File: src/rtl/multimode_shift_counter.sv
// multimode_shift_counter
//   Johnson (twisted ring) or ring (one-hot) shift counter with direction
//   control, synchronous parallel load and optional illegal-state recovery.
//
//   Build option: define SHIFT_CNT_SELF_CORRECT_EN to enable the combinational
//   legality check (illegal flag) and automatic return to HOME from any state
//   that is illegal for the current mode. Undefined: illegal is tied to 0 and
//   every state simply shifts.
//
// Ports
//   clk      : clock, all state changes on the rising edge
//   rst      : asynchronous active-high reset, forces q to HOME
//   en       : count enable
//   dir      : 1 = shift left (up), 0 = shift right (down)
//   mode     : 0 = Johnson, 1 = ring
//   load     : synchronous load strobe, highest priority after reset
//   load_val : value captured on load (need not be legal)
//   q        : registered counter state
//   tc       : combinational, 1 when the next enabled shift lands on HOME
//   illegal  : combinational, q is not a legal state for the current mode

module multimode_shift_counter #(
    parameter int unsigned WIDTH = 4
) (
    input  logic             clk,
    input  logic             rst,
    input  logic             en,
    input  logic             dir,
    input  logic             mode,
    input  logic             load,
    input  logic [WIDTH-1:0] load_val,
    output logic [WIDTH-1:0] q,
    output logic             tc,
    output logic             illegal
);

    localparam logic [WIDTH-1:0] HOME = WIDTH'(1);

    logic [WIDTH-1:0] shift_next;
    logic             legal;
    logic             recover;

    always_comb begin
        shift_next = q;
        unique case ({mode, dir})
            2'b01:   shift_next = {q[WIDTH-2:0], ~q[WIDTH-1]};  // Johnson up
            2'b00:   shift_next = {~q[0], q[WIDTH-1:1]};        // Johnson down
            2'b11:   shift_next = {q[WIDTH-2:0], q[WIDTH-1]};   // ring up
            2'b10:   shift_next = {q[0], q[WIDTH-1:1]};         // ring down
            default: shift_next = q;
        endcase
    end

`ifdef SHIFT_CNT_SELF_CORRECT_EN
    // Johnson states have at most one boundary between adjacent differing bits.
    logic [WIDTH-2:0] bit_edges;
    logic             johnson_ok;
    logic             ring_ok;

    assign bit_edges  = q[WIDTH-2:0] ^ q[WIDTH-1:1];
    assign johnson_ok = (bit_edges & (bit_edges - (WIDTH-1)'(1))) == '0;
    assign ring_ok    = (q != '0) && ((q & (q - WIDTH'(1))) == '0);
    assign legal      = mode ? ring_ok : johnson_ok;
    assign recover    = ~legal;
    assign illegal    = ~legal;
`else
    assign legal      = 1'b1;
    assign recover    = 1'b0;
    assign illegal    = 1'b0;
`endif

    assign tc = ~rst & en & ~load & legal & (shift_next == HOME);

    always_ff @(posedge clk or posedge rst) begin
        if (rst) begin
            q <= HOME;
        end else if (load) begin
            q <= load_val;
        end else if (recover) begin
            q <= HOME;
        end else if (en) begin
            q <= shift_next;
        end
    end

endmodule
File: config.mk
export PLATFORM = sky130hd
export DESIGN_NAME = multimode_shift_counter
export DESIGN_NICKNAME = d
export VERILOG_FILES = /design/src/rtl/multimode_shift_counter.sv
export SDC_FILE = /design/constraint.sdc
export NUM_CORES = 1
export LEC_CHECK = 0
export CORE_AREA = 8 8 45 47
export CTS_CLUSTER_SIZE = 10
export DETAILED_ROUTE_END_ITERATION = 8
export DIE_AREA = 0 0 53 55
export RECOVER_POWER = 100
export REMOVE_ABC_BUFFERS = 1
export SYNTH_ARGS = -nofsm -noshare
export SYNTH_HDL_FRONTEND = slang
export SYNTH_SLANG_ARGS = --single-unit
File: constraint.sdc
create_clock -name clk -period 2.3 [get_ports clk]
set_clock_uncertainty 0.2 [all_clocks]
set_input_delay 0.345 -clock clk [delete_from_list [all_inputs] [get_ports clk]]
set_output_delay 0.345 -clock clk [all_outputs]
set_load 0.03 [all_outputs]
== Yosys cells after proc, flatten, opt, wreduce, memory -nomap -nowiden ==
Index checks and enable logic that the tools add are counted.
Cells by class
  reduce and logical (&&, ||, !) cells: 2
  multiplexer cells: 3
  eq/ne operators: 4
  bitwise gates (word level): 7
Operators with widths (count)
  $pmux W4 S4: 1
  $mux W4: 2
  $eq A2 B2 Y1 const B: 2
  $eq A4 B1 Y1 const B: 1
  $not A1 Y1: 4
  $and A1 B1 Y1: 3
  $eq A2 B1 Y1 const B: 1
  $logic_not A2 Y1: 1
  $reduce_bool A2 Y1: 1
Word-level totals
  logic and storage cells: 17
  bits of input ports: 10
  flip-flop bits (word level): 4

== Longest topological paths before layout ==
  depth after elaboration: 4
  mapped depth: 4

== Worst setup path before layout ==
Ideal clock, no wire load.
  path kind: register to output
  from: register q[3]
  to: output tc
  arrival time: 1502 ps
  path buffers: 0
  setup slack: 253 ps
  stages on the path, launching flop included: 4
  cells stage by stage: dfrtp_1 -> xnor2_1 -> a41oi_2 -> nor4_2
Between the ends
  cells in the longest elaborated chain, start to end: 4
Ends and longest elaborated chain
  start, declared: line 32  | output logic [WIDTH-1:0] q,
  start signal, assigned: line 78  | q <= load_val;
  start signal, assigned: line 82  | q <= shift_next;
  $not A1 Y1: line 46  | 2'b01: shift_next = {q[WIDTH-2:0], ~q[WIDTH-1]};
  $pmux W4 S4 (*): line 45  | unique case ({mode, dir})
  $eq A4 B1 Y1 (*): line 72  | assign tc = ~rst & en & ~load & legal & (shift_next == HOME);
  $and A1 B1 Y1 (*): line 72
  end, declared: line 33  | output logic tc,
Mark *: on every way between the ends. The rest lies on a longest branch, timed or not.

== Worst setup path in the final report ==
  from: input mode
  to: output tc
Between the ends
  cells in the longest elaborated chain, start to end: 4
  elaborated cells between the ends (all ways): 7
Ends and longest elaborated chain
  start, declared: line 29  | input logic mode,
  $eq A2 B2 Y1, or another cell as far along: line 45
  $pmux W4 S4 (*): line 45
  $eq A4 B1 Y1 (*): line 72
  $and A1 B1 Y1 (*): line 72
Marks and branches as above.

==> impl_metrics.ini <==
[layout]
top_register = q
largest_register_ffs = 4
area_growth_pct = 57.2
post-route-util_pct = 37.5
top_regs = q: 4 flops
n_antenna_cell = 0
nets = 65
drive_gt1_share_pct = 25.9

[sta]
fmaxAchievable_mhz = 454
maxSlewViolCount = 0
hold_viol = 0
setup_tns_ps = 0
setup_viol = 0
hold_ws_ps = 275
min_period_over_period_pct = 95.7
rsz0062_at_grt = no
min_period_ps = 2200

[detailed_routing]
drt_iter0_drc = 6
wl_um = 843
vias = 321
final_antenna_net_count = 0
drc = 0
drtPass1Iterations = 2
wl_per_cell_um = 12.0
via_per_inst = 4.59

[clock_tree]
htreeDepth = 1
cts_buffer_depth = 2
clk_latency_ps = 240
postCtsHoldBufs = 0
cts_resized = 0
cts_sinks = 4
post_cts_buffers = 0
root_buffer = clkbuf_4
cts_tree = done
clk_pin_slew_ps = 40
cts_buffers = 3

[setup_path]
crit_fanout = 4
cp_cell_sequence = clkdlybuf4s50_1 -> xnor2_1 -> a41oi_2 -> nor4_2 -> buf_4
rrSetupSlack_ps = 1030
arrival_ps = 1660
path_class = in -> out
start_kind = input port
cpMaxStageDelayCell = clkdlybuf4s50_1
crit_buf_inv = 2
critPathRequiredTime_ps = 1750
critPathMaxStageDelay_ps = 550
cp_top_family = buffers and inverters
worstSetupEndpointType = output pin

[synth]
yosysSeqAreaShare_pct = 30.7
synth_area_um2 = 330
yosysTopAreaCell = dfrtp_1
ys_ff_latch = 4
synth_edf_count = 0
avgSynthCellArea_um2 = 9.44
async_flop_share_pct = 100
yosys_warnings = 0
synth_top_area_share_pct = 22.7
netlist_top_cells_area = dfrtp_1 23%, dfstp_2 8.0%, buf_6 6.8%
synth_flop_cell = dfrtp_1
synth_commonest_cells = 3 x dfrtp_1, 3 x inv_1
synth_cells = 35
ys_types = 24

[global_route]
antenna_found_initial = 0
grt_usage_pct = 6.57
grt-ovfl-total = 0
grt_max_degree = 7
grt_pass1_vias = 364
grt_pass1_wl_um = 1430

[power]
peakVddDrop_v = 0.000218
pwr-share-clk_pct = 34.0
switchingPower_w = 0.0000883
p_leak_nw = 0.229
intPower_w = 0.000194
p_per_area_mw_per_mm2 = 543
seq_power_share_pct = 32.1
power_w = 0.000282
p_sw_share_pct = 31.3
pwr-share-comb_pct = 33.8

[job]
maxCapViolations = 0

[die]
fp.coreArea_mm2 = 0.00138
ioPinCount = 16
die_h_um = 55
dieArea_mm2 = 0.00292
initial_core_util_pct = 23.9
die_width_um = 53
row_count = 14

[run_status]
outcome = finished clean

[place]
portBuffers = 14
place.gp.congestion = 0.740
hpwl_um = 734

[min_path]
hold_class = in -> async
[metrics by stage]
step	instance area [µm²]	setup WS, ps	instances
final	519	98.9	70
after global routing	519	32.9	70
after CTS	517	67.8	70
after detailed placement	490	76.4	66
after global placement	490	60.2	66
after floorplan	295	253	31
[power by group through the flow]
stage	clock network, W	logic (W)	registers (W)
CTS	0.000101	0.0000995	0.0000907
detailed placement	0	0.0000989	0.0000914
global placement	0	0.0000984	0.0000918
finish	0.0000959	0.0000954	0.0000905
floorplan	0	0.0000335	0.000105
global route	0.000105	0.000104	0.0000923
[worst paths after layout]
kind	end	from	depth (start not counted)
max in group asynchronous	q[0]$_DFFE_PP1P_	rst	2
setup / recovery	tc	mode	5
min in group clk	q[0]$_DFFE_PP1P_	dir	3
hold reg to reg	q[3]$_DFFE_PP0P_	q[2]$_DFFE_PP0P_	2
hold / removal	q[1]$_DFFE_PP0P_	rst	2
setup reg to reg	q[1]$_DFFE_PP0P_	q[0]$_DFFE_PP1P_	3
[layout make-up]
type                    count  area (µm²)
multi-input cells          24         186
well taps                  16        20.0
fillers                   152         865
flip-flops and latches      4         101
inverters                   3        11.3
clock buffers               4        26.3
repair buffers             19         174
[cell usage in the layout, fill, tap and decap left out, drive strengths merged, types with 2 or more instances in the layout]
master / netlist / final
a211oi: 2 / 2
a21o: 2 / 2
a31oi: 2 / 2
buf: 4 / 5
clkbuf: 0 / 5
clkdlybuf4s50: 0 / 7
dfrtp: 3 / 3
dlygate4sd3: 0 / 5
inv: 3 / 3
mux2i: 2 / 2
nor2: 2 / 2
xnor2: 2 / 2
[logic make-up (layout without fill, tap and decap cells)]
| logic type | Yosys count | in the layout | share of synthesized area, % |
|---|---|---|---|
| AOI/OAI and AO/OA | 10 | 10 | 24.2 |
| buffers and inverters | 7 | 26 | 14.0 |
| other | 1 | 1 | 1.14 |
| DFF | 4 | 4 | 30.7 |
| and+or+nand+nor | 9 | 9 | 18.6 |
| xor gates and xnor gates | 2 | 2 | 5.30 |
| muxes | 2 | 2 | 6.06 |
[routing by layer]
layer,global-route usage [%],vias to the layer above,wire length [µm]
met2,11.3,8,452
met3,1.87,2,33
met5,0,-,0
met1,6.57,150,340
met4,5.17,0,17
li1,-,161,-
Power figures use the tool's default switching activity.
